### config.mk
export PLATFORM = sky130hd
export DESIGN_NAME = apb_master_bridge
export DESIGN_NICKNAME = d
export VERILOG_FILES = /design/src/rtl/apb_master_bridge_pkg.sv /design/src/rtl/apb_master_bridge.sv
export SDC_FILE = /design/constraint.sdc
export NUM_CORES = 1
export LEC_CHECK = 0
export CORE_MARGIN = 3
export CORE_UTILIZATION = 44
export CTS_BUF_LIST = sky130_fd_sc_hd__clkbuf_16
export DETAILED_ROUTE_END_ITERATION = 16
export PLACE_DENSITY = 0.92
export SKIP_LAST_GASP = 1
export SYNTH_ARGS = -nofsm -noshare
export SYNTH_HDL_FRONTEND = slang
export SYNTH_SLANG_ARGS = --single-unit
### constraint.sdc
create_clock -name clk -period 11.5 [get_ports clk]
set_input_delay 3.45 -clock clk [delete_from_list [all_inputs] [get_ports clk]]
set_output_delay 3.45 -clock clk [all_outputs]
set_load 0.005 [all_outputs]
### src/rtl/apb_master_bridge_pkg.sv
// Shared APB bridge definitions: bus widths and FSM state encoding.
package apb_master_bridge_pkg;

    localparam int ADDR_APB = 32;
    localparam int DATA_APB = 32;

    typedef enum logic [1:0] {
        IDLE   = 2'd0,
        SETUP  = 2'd1,
        ACCESS = 2'd2
    } state_t;

endpackage

### src/rtl/apb_master_bridge.sv
// Single-outstanding APB initiator: CPU load/store to APB SETUP/ACCESS,
// with a wait-state timeout so a hung slave cannot stall the core.
module apb_master_bridge
    import apb_master_bridge_pkg::*;
#(
    parameter int ADDR_W  = ADDR_APB,
    parameter int DATA_W  = DATA_APB,
    parameter int TIMEOUT = 256
) (
    input  logic              clk,
    input  logic              rst,
    input  logic              cpu_req,
    input  logic              cpu_wr,
    input  logic [ADDR_W-1:0] cpu_addr,
    input  logic [DATA_W-1:0] cpu_wdata,
    output logic              cpu_gnt,
    output logic              cpu_resp_valid,
    output logic [DATA_W-1:0] cpu_rdata,
    output logic              cpu_err,
    output logic              apb_valid_cpu,
    output logic              apb_psel_cpu,
    output logic              apb_rw_cpu,
    output logic [ADDR_W-1:0] apb_addr_cpu,
    output logic              apb_enab_cpu,
    output logic [DATA_W-1:0] apb_datai_cpu,
    input  logic [DATA_W-1:0] apb_datao_cpu,
    input  logic              apb_ack_cpu
);

    // A zero TIMEOUT still needs a legal one-bit counter.
    localparam int CNT_W = (TIMEOUT > 0) ? $clog2(TIMEOUT + 1) : 1;
    localparam logic [CNT_W-1:0] CNT_LAST =
        CNT_W'((TIMEOUT > 0) ? TIMEOUT - 1 : 0);

    state_t           state;
    state_t           state_next;
    logic [CNT_W-1:0] wait_cnt;
    logic             load;
    logic             ack_done;
    logic             to_done;

    always_ff @(posedge clk or posedge rst) begin
        if (rst) begin
            state <= IDLE;
        end else begin
            state <= state_next;
        end
    end

    always_comb begin
        state_next    = state;
        load          = 1'b0;
        ack_done      = 1'b0;
        to_done       = 1'b0;
        cpu_gnt       = 1'b0;
        apb_psel_cpu  = 1'b0;
        apb_enab_cpu  = 1'b0;
        apb_valid_cpu = 1'b0;
        unique case (state)
            IDLE: begin
                cpu_gnt = 1'b1;
                if (cpu_req) begin
                    load       = 1'b1;
                    state_next = SETUP;
                end
            end
            SETUP: begin
                apb_psel_cpu  = 1'b1;
                apb_valid_cpu = 1'b1;
                state_next    = ACCESS;
            end
            ACCESS: begin
                apb_psel_cpu  = 1'b1;
                apb_enab_cpu  = 1'b1;
                apb_valid_cpu = 1'b1;
                if (apb_ack_cpu) begin
                    ack_done   = 1'b1;
                    state_next = IDLE;
                end else if (TIMEOUT != 0 && wait_cnt == CNT_LAST) begin
                    to_done    = 1'b1;
                    state_next = IDLE;
                end
            end
            default: begin
                state_next = IDLE;
            end
        endcase
    end

    always_ff @(posedge clk or posedge rst) begin
        if (rst) begin
            apb_rw_cpu     <= 1'b0;
            apb_addr_cpu   <= '0;
            apb_datai_cpu  <= '0;
            wait_cnt       <= '0;
            cpu_resp_valid <= 1'b0;
            cpu_rdata      <= '0;
            cpu_err        <= 1'b0;
        end else begin
            cpu_resp_valid <= ack_done | to_done;
            if (load) begin
                apb_rw_cpu    <= cpu_wr;
                apb_addr_cpu  <= cpu_addr;
                apb_datai_cpu <= cpu_wdata;
                wait_cnt      <= '0;
            end else if (state == ACCESS && !ack_done && !to_done) begin
                wait_cnt <= wait_cnt + 1'b1;
            end
            if (ack_done) begin
                cpu_rdata <= apb_rw_cpu ? '0 : apb_datao_cpu;
                cpu_err   <= 1'b0;
            end else if (to_done) begin
                cpu_rdata <= '0;
                cpu_err   <= 1'b1;
            end
        end
    end

endmodule

Word-level counts from Yosys, hierarchy flattened

Index checks and enable logic that the tools add are counted.

Input bits: 101
Flip-flop bits (word level): 110
Logic and storage cells: 45

$add $sub $neg: 1
Reductions and logical operators: 9
Muxes and demuxes: 21
Equal/unequal tests: 5
Bitwise operators: 1

Operators with widths:

| kind                                          | number |
|---|---|
| 2-to-1 mux 32 bit                             | 3 |
| 2-to-1 mux 9 bit                              | 2 |
| 2-to-1 mux 1 bit                              | 12 |
| adder 9 x 1 -> 9 bit, second input constant   | 1 |
| == test 9 x 8 -> 1 bit, second input constant | 1 |
| 2-to-1 mux 2 bit                              | 3 |
| case mux 2 bit (3 select lines)               | 1 |
| nonzero test 2 bit                            | 2 |
| inequality test 3 bit, second input constant  | 1 |
| == test 2 x 1 -> 1 bit, second input constant | 1 |
| == test 2 bit, second input constant          | 1 |
| logical AND 1 bit                             | 2 |
| zero test 1 bit                               | 2 |
| zero test 2 bit                               | 1 |
| inequality test 2 bit, second input constant  | 1 |
| AND reduction 2 bit                           | 1 |
| OR reduction 2 bit                            | 1 |
| bitwise OR 1 bit                              | 1 |

Longest topological paths before layout

Depth after elaboration: 8
Gate-level depth with buffers: 8
Depth with buffers taken out: 7

Worst setup path after synthesis

No wires, ideal clock.

Path kind: input -> register
From: in apb_ack_cpu
To: reg wait_cnt[6]
Library setup time: 0.078 ns
Path slack: 6.935 ns
Buffers on the path: 1
Data required time: 11.422 ns
Arrival time: 4.487 ns
Stages on the path: 4
Cells stage by stage: or3b_4 -> buf_6 -> or4_1 -> a21oi_1

Word-level cells in the longest chain between the ends: 6
Elaborated cells on any way between the ends: 9
Those cells by class: mux: 4; reduce/logical: 5

RTL lines:

| what                                    | RTL line                 | source |
|---|---|---|
| start: declaration                      | apb_master_bridge.sv:27  | `input logic apb_ack_cpu` |
| 2-to-1 mux 1 bit                        | apb_master_bridge.sv:76  | `if (apb_ack_cpu) begin` |
| 2-to-1 mux 1 bit                        | apb_master_bridge.sv:59  | `unique case (state)` |
| zero test 1 bit                         | apb_master_bridge.sv:106 | `end else if (state == ACCESS && !ack_done && !to_done) begin` |
| logical AND 1 bit                       | apb_master_bridge.sv:106 |  |
| logical AND 1 bit (*)                   | apb_master_bridge.sv:106 |  |
| nonzero test 2 bit (no source line) (*) | n/a                      |  |
| end signal: assignment                  | apb_master_bridge.sv:107 | `wait_cnt <= wait_cnt + 1'b1;` |
| end: declaration                        | apb_master_bridge.sv:37  | `logic [CNT_W-1:0] wait_cnt;` |

Mark *: on every way between the ends. The rest lies on a longest branch, timed or not.
A chain may end at the register's enable or synchronous reset.

Final worst setup path

From: reg state[0]
To: out apb_enab_cpu

Word-level cells in the longest chain between the ends: 2

RTL lines:

| what                     | RTL line                | source |
|---|---|---|
| start: declaration       | apb_master_bridge.sv:35 | `state_t state;` |
| start signal: assignment | apb_master_bridge.sv:46 | `state <= state_next;` |
| == test 2 bit            | apb_master_bridge.sv:59 |  |
| 2-to-1 mux 1 bit         | apb_master_bridge.sv:59 |  |
| end: declaration         | apb_master_bridge.sv:24 | `output logic apb_enab_cpu,` |

Every way passes these cells.

==> out/results.ini <==
[synth]
synth_cells = 419
synth.avg_cell_area_um2 = 10.1
synth-edff-count = 0
yosys_register_bits = 110
ys_types = 26
syn_nets = 525
synthTopCellsByArea = dfrtp_1, nand2_1, a22o_1
ys_seq_area_share_pct = 65.2
synth_common_cells = nand2_1, dfrtp_1, a22o_1
synth_most_common_cell = nand2_1
synth_area_um2 = 4220
yosys.area.top_type = dfrtp_1
synth_ff_type = dfrtp_1
synth_top_cell_area_share_pct = 65.2
async_flop_share_pct = 100
yosys_warnings = 0

[placed_design]
portBuffers = 203
dp_hpwl_mm = 8.69
place_area_um2 = 6350
finalWeightedCongestion = 0.777
preCtsSetupSlack_ns = 6.07

[pwr]
pwr-share-seq_pct = 40.2
leakage_uw = 0.00312
ir_drop_mv = 0.124
swShare_pct = 31.3
p_per_area_nw_per_um2 = 241
power_frac_clock_pct = 18.0
p_sw_uw = 499
p_int_uw = 1100
p_comb_share_pct = 41.8

[routing]
vias = 3693
ant_nets = 0
drtIter0Drc = 156
met3_length_mm = 1.04
wl_met1_mm = 4.70
wl_met2_mm = 5.87
drt_wl_total_mm = 11.8
vias_per_cell = 4.95
drc = 0
dr.pass1.iters = 4
wl_per_cell_um = 15.8
topRoutingLayerUsed = met4

[clocking]
cts.root.buffer_cell = clkbuf_16
numCtsBuffers = 9
hold_buffers = 0
cts_setup_buffers = 0
cts_tree = done
clock_path_buffers = 2
path_clk_slew_ns = 0.07
cts.sinks = 110
clock_latency_ns = 0.34
cts_resized = 0
htreeDepth = 3

[grt]
grt_max_degree = 68
grt_pass1_wl_mm = 19.6
antenna_found_initial = 0
track_usage_pct = 22.4
globalRoute.totalOverflow = 0
grt_pass1_vias = 3800

[layout]
fin_nets = 718
fill_cells = 652
fin_area_um2 = 6620
post-route-util_pct = 71.3
n_antenna_cell = 0
layout-drive-gt1-share_pct = 3.89
syn_to_final_growth_pct = 56.8

[timing]
holdWs_ns = 0.475
report.final.hold_viol_count = 0
finalSetupViolations = 0
fmax_mhz = 195
period_share_pct = 44.6
skew_ns = 0.00792
fin_tns_setup_ns = 0
timing.final.ws_setup_ns = 6.37
slew_violations = 0
min_period_ns = 5.13
rsz0062_at_grt = false
slew-limit-headroom_pct = 11.1
tightest_slew_ns = 1.33

[worst_hold_path]
worstHoldPathType = reg -> reg

[floorplanning]
die_w_um = 104
die_h_um = 104
rows = 35
core_area_um2 = 9280
start_util_pct = 45.5
die_area_um2 = 10800
io_pins = 204

[critical_path]
required_ns = 8.05
cp.arrival_ns = 1.68
cp_max_fo = 7
startpoint_type = flip-flop
criticalPathCategory = reg -> out
cp-end-kind = output pin

[run_status]
status = finished clean

[run]
max_cap_viol_count = 0

[registers in the layout, indices dropped and copies added (netlist names)]
name,cells
apb_addr_cpu,32
apb_datai_cpu,32
cpu_rdata,32
wait_cnt,9
state,2
apb_rw_cpu,1
cpu_err,1
cpu_resp_valid,1
[power groups by stage]
stage / registers, µW / logic, µW / clock network (µW)
finish: 642 / 667 / 287
global route: 662 / 732 / 311
CTS: 642 / 678 / 294
detailed placement: 648 / 674 / 0
global placement: 638 / 648 / 0
floorplan: 649 / 236 / 0
[worst max-delay path, cell delays in order, from the launching register on]
cell and delay [ns]:
dfrtp_1 0.40, inv_1 0.08, ha_1 0.30, clkdlybuf4s50_1 0.56
[through the flow]
step	power, µW	cells
after global placement	1290	730
after CTS	1610	746
after floorplan	886	419
after detailed placement	1320	730
after global routing	1700	746
final	1600	746
[cells by family after synthesis]
group                      share of synthesized area [%]
AOI/OAI and AO/OA                                   8.89
and+or+nand+nor                                     20.8
DFF                                                 65.2
xor gates and xnor gates                           0.207
muxes                                              0.504
adders and majority gates                           1.48
buffers and inverters                               2.93
[cells in the final DEF (no fill, tap or decap)]
master | netlist | layout
clkdlybuf4s50_1 | 0 | 203
nand2_1 | 202 | 201
dfrtp_1 | 110 | 110
a22o_1 | 32 | 32
a21oi_1 | 10 | 10
clkbuf_16 | 0 | 9
inv_1 | 7 | 7
nor2_1 | 6 | 5
ha_1 | 5 | 5
nand3_1 | 3 | 3
o31ai_1 | 3 | 3
or4_1 | 3 | 3
nand4_1 | 2 | 2
o21ai_0 | 2 | 2
or3_1 | 2 | 2
clkinvlp_4 | 0 | 2
clkinv_4 | 0 | 2
buf_4 | 1 | 2
and2_2 | 0 | 1
nand2_2 | 0 | 1
o21ai_2 | 0 | 1
nor2_2 | 0 | 1
inv_4 | 0 | 1
nor3b_2 | 1 | 1
mux2_2 | 1 | 1
a211oi_1 | 1 | 1
or3b_4 | 1 | 1
xnor2_1 | 1 | 1
nand2b_1 | 1 | 1
mux2i_1 | 1 | 1
inv_8 | 0 | 1
clkinv_1 | 0 | 1
[final cells by class]
type | instances | area [µm²] | area share [%]
Sequential cell | 110 | 2750 | 41.6
Timing Repair Buffer | 205 | 2050 | 30.9
Multi-Input combinational cell | 279 | 1360 | 20.5
Clock buffer | 9 | 225 | 3.40
Tap cell | 129 | 161 | 2.44
Clock inverter | 7 | 51.3 | 0.774
Inverter | 7 | 28.8 | 0.434
[worst paths after layout]
kind	startpoint	endpoint	slack (ns)	depth (start not counted)
max reg2reg	wait_cnt[0]	cpu_rdata[20]	9.06	6
max	state[0]	apb_enab_cpu	6.37	3
min in group asynchronous	rst	apb_addr_cpu[2]	3.55	2
min	apb_addr_cpu[14]	apb_addr_cpu[14]	0.47	2
max in group asynchronous	rst	apb_datai_cpu[31]	6.72	3
min reg2reg	apb_addr_cpu[14]	apb_addr_cpu[14]	0.47	2
[metal layers]
| layer | track usage [%] | up-vias |
|---|---|---|
| met1 | 27.8 | 1766 |
| met4 | 6.08 | 0 |
| met2 | 37.6 | 161 |
| met3 | 7.82 | 20 |
| met5 | 0 | - |
| li1 | - | 1746 |
Note: power is estimated with default switching activity, not from simulation.
